--- src/rtl/param_mem_arbiter_pkg.sv ---
// Shared definitions for the two-port to one-port memory arbiter: message
// widths, field offsets, port ids and the lock state encoding.
package param_mem_arbiter_pkg;

  localparam int REQ_W  = 67;
  localparam int RESP_W = 35;

  // Request message fields {rw, addr, len, data}
  localparam int REQ_RW_BIT   = 66;
  localparam int REQ_ADDR_LSB = 34;
  localparam int REQ_LEN_LSB  = 32;
  localparam int REQ_DATA_LSB = 0;

  // Response message fields {rw, len, data}
  localparam int RESP_RW_BIT   = 34;
  localparam int RESP_LEN_LSB  = 32;
  localparam int RESP_DATA_LSB = 0;

  typedef enum logic {
    PORT_I = 1'b0,
    PORT_D = 1'b1
  } port_e;

  typedef enum logic {
    ST_OPEN   = 1'b0,
    ST_LOCKED = 1'b1
  } lock_state_e;

  function automatic port_e other_port(input port_e p);
    return (p == PORT_I) ? PORT_D : PORT_I;
  endfunction

endpackage

--- src/rtl/param_mem_arbiter_if.sv ---
// Bundle of the core-side request/response ports and the merged memory port.
// The arbiter takes the slave view; the core/memory environment takes master.
interface param_mem_arbiter_if;
  import param_mem_arbiter_pkg::*;

  logic [REQ_W-1:0]  imemreq_msg;
  logic              imemreq_val;
  logic              imemreq_rdy;
  logic [RESP_W-1:0] imemresp_msg;
  logic              imemresp_val;

  logic [REQ_W-1:0]  dmemreq_msg;
  logic              dmemreq_val;
  logic              dmemreq_rdy;
  logic [RESP_W-1:0] dmemresp_msg;
  logic              dmemresp_val;

  logic [REQ_W-1:0]  memreq_msg;
  logic              memreq_val;
  logic              memreq_rdy;
  logic [RESP_W-1:0] memresp_msg;
  logic              memresp_val;

  modport slave (
    input  imemreq_msg, imemreq_val,
    output imemreq_rdy, imemresp_msg, imemresp_val,
    input  dmemreq_msg, dmemreq_val,
    output dmemreq_rdy, dmemresp_msg, dmemresp_val,
    output memreq_msg, memreq_val,
    input  memreq_rdy, memresp_msg, memresp_val
  );

  modport master (
    output imemreq_msg, imemreq_val,
    input  imemreq_rdy, imemresp_msg, imemresp_val,
    output dmemreq_msg, dmemreq_val,
    input  dmemreq_rdy, dmemresp_msg, dmemresp_val,
    input  memreq_msg, memreq_val,
    output memreq_rdy, memresp_msg, memresp_val
  );

endinterface

--- src/rtl/param_mem_arbiter_tag.sv ---
// Tag FIFO: one-bit port ids for outstanding requests, P_DEPTH deep, with
// synchronous push/pop and full/empty/count status.
module param_tag_fifo #(
  parameter int P_DEPTH   = 4,
  parameter int P_PTRBITS = 2
) (
  input  logic               clk,
  input  logic               reset,
  input  logic               push_i,
  input  logic               push_data_i,
  input  logic               pop_i,
  output logic               head_o,
  output logic               full_o,
  output logic               empty_o,
  output logic [P_PTRBITS:0] count_o
);

  localparam logic [P_PTRBITS:0] FULL_CNT = P_DEPTH[P_PTRBITS:0];

  logic [P_DEPTH-1:0]   mem_q;
  logic [P_PTRBITS-1:0] wr_ptr_q, wr_ptr_d;
  logic [P_PTRBITS-1:0] rd_ptr_q, rd_ptr_d;
  logic [P_PTRBITS:0]   count_q,  count_d;
  logic                 do_push, do_pop;

  assign full_o  = (count_q == FULL_CNT);
  assign empty_o = (count_q == '0);
  assign count_o = count_q;
  assign head_o  = mem_q[rd_ptr_q];

  assign do_push = push_i && !full_o;
  assign do_pop  = pop_i  && !empty_o;

  always_comb begin
    wr_ptr_d = wr_ptr_q;
    rd_ptr_d = rd_ptr_q;
    count_d  = count_q;
    if (do_push) wr_ptr_d = wr_ptr_q + 1'b1;
    if (do_pop)  rd_ptr_d = rd_ptr_q + 1'b1;
    unique case ({do_push, do_pop})
      2'b10:   count_d = count_q + 1'b1;
      2'b01:   count_d = count_q - 1'b1;
      default: count_d = count_q;
    endcase
  end

  // NOTE: sequential state uses non-blocking (<=) so every flop samples pre-edge values.
  always_ff @(posedge clk or negedge reset) begin
    if (!reset) begin
      wr_ptr_q <= '0;
      rd_ptr_q <= '0;
      count_q  <= '0;
    end else begin
      wr_ptr_q <= wr_ptr_d;
      rd_ptr_q <= rd_ptr_d;
      count_q  <= count_d;
    end
  end

  // NOTE: storage is deliberately not reset; clearing pointers and count makes stale entries unreachable.
  always_ff @(posedge clk) begin
    if (do_push) mem_q[wr_ptr_q] <= push_data_i;
  end

endmodule

--- src/rtl/param_mem_arbiter.sv ---
// Merges the core's instruction and data request ports onto one memory port
// with round-robin grant locking, and routes in-order responses back by tag.
module param_mem_arbiter
  import param_mem_arbiter_pkg::*;
#(
  parameter int P_DEPTH   = 4,
  parameter int P_PTRBITS = 2
) (
  input  logic                   clk,
  input  logic                   reset,
  param_mem_arbiter_if.slave     bus,
  output logic [P_PTRBITS:0]     count,
  output logic                   err_orphan
);

  lock_state_e state_q,      state_d;
  port_e       lock_port_q,  lock_port_d;
  port_e       last_grant_q, last_grant_d;
  logic        err_q,        err_d;

  port_e grant;
  port_e head;
  logic  head_bit;
  logic  any_val, full, empty;
  logic  accept, pop;

  assign any_val = bus.imemreq_val | bus.dmemreq_val;

  // NOTE: every always_comb output gets a default first so no path infers a latch.
  always_comb begin
    grant = last_grant_q;
    if (state_q == ST_LOCKED)                    grant = lock_port_q;
    else if (bus.imemreq_val && bus.dmemreq_val) grant = other_port(last_grant_q);
    else if (bus.imemreq_val)                    grant = PORT_I;
    else if (bus.dmemreq_val)                    grant = PORT_D;
  end

  // Full blocks the request side even when a pop frees a slot this cycle.
  assign bus.memreq_val  = any_val && !full;
  assign bus.memreq_msg  = (grant == PORT_D) ? bus.dmemreq_msg : bus.imemreq_msg;
  assign bus.imemreq_rdy = bus.memreq_rdy && bus.memreq_val && (grant == PORT_I);
  assign bus.dmemreq_rdy = bus.memreq_rdy && bus.memreq_val && (grant == PORT_D);

  assign accept = bus.memreq_val && bus.memreq_rdy;
  assign pop    = bus.memresp_val && !empty;
  assign head   = port_e'(head_bit);

  assign bus.imemresp_msg = bus.memresp_msg;
  assign bus.dmemresp_msg = bus.memresp_msg;
  assign bus.imemresp_val = pop && (head == PORT_I);
  assign bus.dmemresp_val = pop && (head == PORT_D);

  assign err_orphan = err_q;

  param_tag_fifo #(
    .P_DEPTH   (P_DEPTH),
    .P_PTRBITS (P_PTRBITS)
  ) u_tag_fifo (
    .clk         (clk),
    .reset       (reset),
    .push_i      (accept),
    .push_data_i (grant == PORT_D),
    .pop_i       (pop),
    .head_o      (head_bit),
    .full_o      (full),
    .empty_o     (empty),
    .count_o     (count)
  );

  always_comb begin
    state_d      = state_q;
    lock_port_d  = lock_port_q;
    last_grant_d = last_grant_q;
    err_d        = err_q | (bus.memresp_val && empty);
    unique case (state_q)
      ST_OPEN: begin
        if (bus.memreq_val && !bus.memreq_rdy) begin
          state_d     = ST_LOCKED;
          lock_port_d = grant;
        end
      end
      ST_LOCKED: begin
        if (accept) state_d = ST_OPEN;
      end
      default: state_d = ST_OPEN;
    endcase
    if (accept) last_grant_d = grant;
  end

  always_ff @(posedge clk or negedge reset) begin
    if (!reset) begin
      state_q      <= ST_OPEN;
      lock_port_q  <= PORT_I;
      last_grant_q <= PORT_D;
      err_q        <= 1'b0;
    end else begin
      state_q      <= state_d;
      lock_port_q  <= lock_port_d;
      last_grant_q <= last_grant_d;
      err_q        <= err_d;
    end
  end

endmodule
--- src/flat_wrapper.sv ---
// flat-port wrapper written by rule: the top's interface ports become plain ports
module param_mem_arbiter_flat import param_mem_arbiter_pkg::*;
#(
  parameter int P_DEPTH   = 4,
  parameter int P_PTRBITS = 2
)
  (clk, reset, count, err_orphan, bus_imemreq_msg, bus_imemreq_val, bus_imemreq_rdy, bus_imemresp_msg, bus_imemresp_val, bus_dmemreq_msg, bus_dmemreq_val, bus_dmemreq_rdy, bus_dmemresp_msg, bus_dmemresp_val, bus_memreq_msg, bus_memreq_val, bus_memreq_rdy, bus_memresp_msg, bus_memresp_val);
  param_mem_arbiter_if bus_i ();
  input  logic clk;
  input  logic reset;
  output logic [P_PTRBITS:0] count;
  output logic err_orphan;
  input wire logic [$bits(bus_i.imemreq_msg)-1:0] bus_imemreq_msg;
  input wire logic [$bits(bus_i.imemreq_val)-1:0] bus_imemreq_val;
  output wire logic [$bits(bus_i.imemreq_rdy)-1:0] bus_imemreq_rdy;
  output wire logic [$bits(bus_i.imemresp_msg)-1:0] bus_imemresp_msg;
  output wire logic [$bits(bus_i.imemresp_val)-1:0] bus_imemresp_val;
  input wire logic [$bits(bus_i.dmemreq_msg)-1:0] bus_dmemreq_msg;
  input wire logic [$bits(bus_i.dmemreq_val)-1:0] bus_dmemreq_val;
  output wire logic [$bits(bus_i.dmemreq_rdy)-1:0] bus_dmemreq_rdy;
  output wire logic [$bits(bus_i.dmemresp_msg)-1:0] bus_dmemresp_msg;
  output wire logic [$bits(bus_i.dmemresp_val)-1:0] bus_dmemresp_val;
  output wire logic [$bits(bus_i.memreq_msg)-1:0] bus_memreq_msg;
  output wire logic [$bits(bus_i.memreq_val)-1:0] bus_memreq_val;
  input wire logic [$bits(bus_i.memreq_rdy)-1:0] bus_memreq_rdy;
  input wire logic [$bits(bus_i.memresp_msg)-1:0] bus_memresp_msg;
  input wire logic [$bits(bus_i.memresp_val)-1:0] bus_memresp_val;
  assign bus_i.imemreq_msg = bus_imemreq_msg;
  assign bus_i.imemreq_val = bus_imemreq_val;
  assign bus_imemreq_rdy = bus_i.imemreq_rdy;
  assign bus_imemresp_msg = bus_i.imemresp_msg;
  assign bus_imemresp_val = bus_i.imemresp_val;
  assign bus_i.dmemreq_msg = bus_dmemreq_msg;
  assign bus_i.dmemreq_val = bus_dmemreq_val;
  assign bus_dmemreq_rdy = bus_i.dmemreq_rdy;
  assign bus_dmemresp_msg = bus_i.dmemresp_msg;
  assign bus_dmemresp_val = bus_i.dmemresp_val;
  assign bus_memreq_msg = bus_i.memreq_msg;
  assign bus_memreq_val = bus_i.memreq_val;
  assign bus_i.memreq_rdy = bus_memreq_rdy;
  assign bus_i.memresp_msg = bus_memresp_msg;
  assign bus_i.memresp_val = bus_memresp_val;
  param_mem_arbiter #(.P_DEPTH(P_DEPTH), .P_PTRBITS(P_PTRBITS)) u_core (.clk(clk), .reset(reset), .bus(bus_i), .count(count), .err_orphan(err_orphan));
endmodule
--- config.mk ---
export PLATFORM = sky130hd
export DESIGN_NAME = param_mem_arbiter_flat
export DESIGN_NICKNAME = d
export VERILOG_FILES = /design/src/rtl/param_mem_arbiter_pkg.sv /design/src/rtl/param_mem_arbiter_if.sv /design/src/rtl/param_mem_arbiter_tag.sv /design/src/rtl/param_mem_arbiter.sv /design/src/flat_wrapper.sv
export SDC_FILE = /design/constraint.sdc
export NUM_CORES = 1
export LEC_CHECK = 0
export ABC_AREA = 1
export ABC_CLOCK_PERIOD_IN_PS = 3870
export CAP_MARGIN = 20
export CORE_AREA = 2 2 125 127
export DETAILED_ROUTE_END_ITERATION = 16
export DIE_AREA = 0 0 127 129
export GPL_TIMING_DRIVEN = 0
export HOLD_SLACK_MARGIN = 0.15
export PLACE_DENSITY = 0.6
export SYNTH_ARGS = -nofsm -noshare
export SYNTH_HDL_FRONTEND = slang
export SYNTH_HIERARCHICAL = 1
export SYNTH_SLANG_ARGS = --single-unit
--- constraint.sdc ---
create_clock -name clk -period 3.87 [get_ports clk]
set_input_delay 0.5805 -clock clk [delete_from_list [all_inputs] [get_ports clk]]
set_output_delay 0.5805 -clock clk [all_outputs]
set_load 0.05 [all_outputs]
-- Word level (Yosys, flattened, before mapping)
Index checks and enable logic that the tools add are counted.
- input port bits: 175
- bits in latches: 0
- bits in read-only memories: 0
- memory bits (writable): 0
- output and inout port bits: 146
- memories: 0
- word-level logic and storage cells: 57
- register bits: 15
- order comparisons: 3
- reductions and logical operators: 19
- eq/ne operators: 3
- bitwise operators: 5
- shift operators: 0
- divide/modulo/power cells: 0
- muxes and demuxes: 15
- add/sub/neg operators: 4
- multipliers: 0
- operator list (cell ; number):
    67-bit two-way mux ; 1
    1-bit logical AND ; 13
    1-bit two-way mux ; 9
    2-bit by 3-bit less-than comparator with 1-bit output (second input constant) ; 2
    3-bit case mux with 2 select lines ; 1
    2-bit by 1-bit adder with 2-bit output (second input constant) ; 2
    4-bit bitwise mux ; 1
    3-bit by 1-bit adder with 3-bit output (second input constant) ; 1
    3-bit equality test (second input constant) ; 1
    1-bit logical NOT ; 3
    3-bit logical NOT ; 1
    1-bit inverter ; 3
    3-bit by 1-bit subtractor with 3-bit output (second input constant) ; 1
    1-bit binary-select mux with 2-bit select ; 1
    1-bit demux with 2-bit select ; 1
    2-bit by 1-bit equality test with 1-bit output (second input constant) ; 1
    2-bit equality test (second input constant) ; 1
    2-bit by 1-bit greater-or-equal comparator with 1-bit output (second input constant) ; 1
    1-bit bitwise OR ; 2
    1-bit case mux with 2 select lines ; 1
    2-bit AND reduction ; 1
    2-bit nonzero test ; 1

-- Longest topological paths before layout
- word-level depth: 7
- depth in mapped cells: 15
- depth with buffers taken out: 15

-- Cells and area by module
The synthesis kept the hierarchy.
- by module, submodules not included (module ; area each (um2) ; cells each ; times used):
    param_mem_arbiter ; 1774.2 ; 328 ; 1
    param_tag_fifo ; 640.6 ; 73 ; 1

-- Worst setup path before layout
Ideal clock, no wire load.
- path type: reg2out
- start point: register u_core.u_tag_fifo.count_q[0] (netlist: u_core/u_tag_fifo/count_o[0])
- end point: output port bus_imemresp_val
- arrival: 2080 ps
- data required time: 3289 ps
- path slack: 1209 ps
- cell stages (with the launch flop): 5
- cells stage by stage: dfrtp_1 > inv_2 > nand3_2 > inv_1 > nor3_1
- word-level cells in the longest chain between the ends: 4
- ends and longest elaborated chain (what ; RTL line ; text):
    start: declaration ; param_mem_arbiter_tag.sv:23 ; logic [P_PTRBITS:0] count_q, count_d;
    start signal: assignment ; param_mem_arbiter_tag.sv:56 ; count_q <= count_d;
    3-bit logical NOT ; param_mem_arbiter_tag.sv:27 ; assign empty_o = (count_q == '0);
    named net u_core.empty ; param_mem_arbiter.sv:24 ; logic any_val, full, empty;
    1-bit logical NOT ; param_mem_arbiter.sv:45 ; assign pop = bus.memresp_val && !empty;
    1-bit logical AND ; param_mem_arbiter.sv:45 ;
    1-bit logical AND ; param_mem_arbiter.sv:50 ; assign bus.imemresp_val = pop && (head == PORT_I);
    end: declaration ; flat_wrapper.sv:17 ; output wire logic [$bits(bus_i.imemresp_val)-1:0] bus_imemresp_val;
The timed path passes the listed nets, and every way through them passes these cells.

-- Worst setup path in the final report
- start point: input port bus_dmemreq_val
- end point: output port bus_memreq_msg[2]
- word-level cells in the longest chain between the ends: 5
- elaborated cells between the ends (all ways): 6
- those cells by class: mux (5); reduce/logical (1)
- ends and longest elaborated chain (what ; RTL line ; text):
    start: declaration ; flat_wrapper.sv:19 ; input wire logic [$bits(bus_i.dmemreq_val)-1:0] bus_dmemreq_val;
    1-bit two-way mux ; param_mem_arbiter.sv:35 ; else if (bus.dmemreq_val) grant = PORT_D;
    1-bit two-way mux ; param_mem_arbiter.sv:34 ; else if (bus.imemreq_val) grant = PORT_I;
    1-bit two-way mux (*) ; param_mem_arbiter.sv:33 ; else if (bus.imemreq_val && bus.dmemreq_val) grant = other_port(last_grant_q);
    1-bit two-way mux (*) ; param_mem_arbiter.sv:32 ; if (state_q == ST_LOCKED) grant = lock_port_q;
    67-bit two-way mux (*) ; param_mem_arbiter.sv:40 ; assign bus.memreq_msg = (grant == PORT_D) ? bus.dmemreq_msg : bus.imemreq_msg;
    end: declaration ; flat_wrapper.sv:23 ; output wire logic [$bits(bus_i.memreq_msg)-1:0] bus_memreq_msg;
Every way passes the cells marked *; elsewhere a longest branch is shown, timed or not.

==> results.txt <==
Along the worst path, the maximum fanout reaches 10. The relative slew slack is 0.5981. The final total power is 4200 µW. The smallest clock period supported by the final layout is computed as 3.342 ns. In this run the critical register-to-register path is captured at u_core/u_tag_fifo/count_o[2]. The via count normalized by instance count is 3.880. Of the cells placed in the final design, the portion with a size suffix greater than 1 is 0.1493. The final net count is 872. The final cell count without fillers is 878. The fraction of synthesis flops using an asynchronous set or reset pin is 0.7333.

From synthesis to final layout, the design area changed by 131.1%. The final routed wirelength across all metal layers came out at 11.90 mm. Post-CTS repair changed the size of 0 cells. The data arrival time of the critical path is 2.76 ns. After detailed routing, the average wire length per cell comes to 13.55 µm. For the final routed database, the setup TNS stands at 0 ns. The number of global-route vias before repair came out at 3,211.

The worst setup path is launched from a primary input. The number of instances in the placed design came out at 874. The TritonCTS clock tree is built.

The final number of setup-violating endpoints came out at 0. The number of cells on the worst reg-to-reg path is 14. IR analysis of the VDD net gives a maximum drop of 0.3850 mV. The total count of hold-check failures in the final report came out at 0. For the final database, setup skew stands at 0.002390 ns.

Setup repair after global routing left no endpoint under its margin. The critical path ends at bus_memreq_msg[2]. The number of antenna cells inserted came out at 0. The reg2reg setup slack came out at 1.72 ns. The run finished with clean final reports. In this run the mean area of a mapped cell was 6.022 µm². The weighted congestion at the end of routability-driven global placement is 0.8021. The insertion delay of the later-clocked pin in the worst-skew pair came out at 0.24 ns.

The buffer levels on the longest clock path is 2. In this run the remaining antenna-violating nets after routing total 0. The analysis attributes to cell leakage a power of 0.002648 µW. In this run, synthesis produced a sequential element count of 15.

The kind of end point of the critical path is a primary output. The root buffer selected by CTS is clkbuf_16. The number of buffers inserted by hold repair at cts came out at 0. The most frequent cell after synthesis is nand2_1. The wire-length estimate of the detail-placed layout is 10.13 mm. The critical path in this run is classified as primary input to primary output.

The startpoint identified for the worst register-to-register timing path is u_core/u_tag_fifo/count_o[0]. The gate count after technology mapping came out at 401. The die outline area came out at 16,380 µm². The global routing met2 resource utilization is 0.2470. The portion of synthesized cell area occupied by the leading cell type came out at 0.2518. The met3 layer usage reported by global route came out at 0.02827. The cell area after layout came out at 5582 µm². The maximum clock rate came out at 0.2993 GHz.

The final period utilization is 0.8634. The post-CTS clock slew at the launch and capture registers of the worst setup and hold paths is 0.05 ns. The initial antenna violation count came out at 0. Once layout is complete, the utilization of the core stands at 0.3727. The depth of the CTS H-tree is 1. The first global-routing pass estimated 17.19 mm of wire.

The detailed-router iteration count before antenna repair is 4. The post-detailed-placement cell area came out at 5503 µm². At the pin with the least slew margin, the transition time is 0.6009 ns. Counting flops with a built-in enable in the synthesized netlist gives 4. The total number of placement rows came out at 45.

The clock buffer count from CTS came out at 3. The commonest cells after synthesis are 162 x nand2_1, 80 x buf_4, 73 x nand3_1, 26 x inv_1, 10 x dfrtp_1. In this run the tool buffered the top-level ports with 285 buffer cells. The number of fill cells is 1,568.

The largest total area in the synthesized netlist belongs to nand2_1. The overall fraction of global-route tracks in use came out at 0.1318. By area the synthesized netlist is led by nand2_1 25%, buf_4 25%, nand3_1 15%, dfrtp_1 10%, edfxtp_1 5.0%. The starting density of the core is 0.1612. Yosys mapped the design onto 27 distinct sky130hd cell types. The min-delay analysis places its worst path in the category flip-flop to flip-flop.

The most used flip-flop cell after synthesis is dfrtp_1. The violation count after the first detailed-routing iteration is 99. The core outline area is 14,980 µm². The warning count from the yosys run came out at 6. CTS saw 15 sinks.

For this design the top-level I/O count stands at 321. The pin count of the biggest net entering global routing is 14. The vertical die dimension came out at 129 µm.

The net count after synthesis is 582. The mapped netlist covers 2415 µm². The critical path starts at bus_dmemreq_val. The setup fix buffers added after clock tree synthesis is 0. The floorplan die width came out at 127 µm.

In this run the power density over the cells is 752.5 nW/µm². The final number of max-transition violations was 0. After detailed routing, the number of remaining DRC violations is 0. The share of the Yosys chip area taken by registers is 0.1642. STA puts the critical path data required time at 3.29 ns. The overflow left after global routing is 0. The max-cap check violation count is 0. In the global route stage, met1 resource usage came out at 0.1588. The global routing stage identified its most utilized layer as met2.

The via count is 3,407.
cells in the final DEF (no fill, tap or decap), drive strengths merged, types with 2 or more instances in the layout:
cell type      instances
clkdlybuf4s50        285
nand2                166
buf                   88
nand3                 76
inv                   29
dfrtp                 10
nor2                   7
clkbuf                 7
ha                     5
edfxtp                 4
o21ai                  2
o211ai                 2
metrics by stage:
step / setup slack, ns / hold slack [ns]
2_1_floorplan: 1.209 / 0.2849
3_3_place_gp: 0.4511 / 0.4613
3_5_place_dp: 0.4811 / 0.4641
4_1_cts: 0.4692 / 0.4747
5_1_grt: 0.3971 / 0.4872
6_report: 0.5285 / 0.4670
worst max-delay path: stages:
cell and delay (ns):
clkdlybuf4s50_1 0.45, inv_1 0.05, nand2_1 0.09, nand3_4 0.15
nand2_4 0.18, buf_4 0.24, nand2_1 0.07, nand2_1 0.06
clkdlybuf4s50_1 0.87
area by class of cell:
class	instances	area, µm²	area share
timing repair buffer	285	2853	0.5111
multi-input combinational	266	1232	0.2208
buffer	91	676.9	0.1213
sequential	15	396.6	0.07106
tap	188	235.2	0.04214
inverter	29	108.9	0.01950
clock buffer	4	78.83	0.01412
sequential cells by signal, indices dropped and copies added, names as in the netlist, named ones only:
name,cells
u_core/u_tag_fifo/rd_ptr_q,2
u_core/err_orphan,1
u_core/lock_port_q,1
u_core/u_tag_fifo/wr_ptr_q,2
u_core/last_grant_q,1
u_core/u_tag_fifo/count_o,3
u_core/u_tag_fifo/mem_q,4
power by group:
group          total, µW  internal [µW]  switching, µW
clock                197            139           57.5
combinational       3710           1240           2480
sequential           289            237           51.8
per-layer routing:
metal	part of all wire	vias to the layer above	wire (µm)
met5	0	-	0
met1	0.39	1468	4610
met2	0.52	178	6171
li1	-	1757	-
met3	0.089	4	1062
met4	0.0048	0	57
worst min path at each step:
stage	start	end	slack [ns]	cells past startpoint
final	u_core/err_orphan	u_core/err_orphan	0.47	1
after global placement	u_core/err_orphan	u_core/err_orphan	0.46	1
after CTS	u_core/err_orphan	u_core/err_orphan	0.47	1
after detailed placement	u_core/err_orphan	u_core/err_orphan	0.46	1
after floorplan	reset	asynchronous set/reset pin	0.28	0
after global routing	u_core/last_grant_q	u_core/last_grant_q	0.49	2
logic make-up (layout without fill, tap and decap cells):
kind of cell             Yosys count  after routing  share of synthesized area
AO/OA/AOI/OAI                      6              6                    0.01554
flip-flops                        15             15                     0.1643
AND/OR/NAND/NOR                  253            253                     0.4570
adder cells (fa/ha/maj)            6              6                    0.03420
buffers and inverters            120            409                     0.3254
XOR/XNOR                           1              1                   0.003628
(Power assumes the default switching activity.)
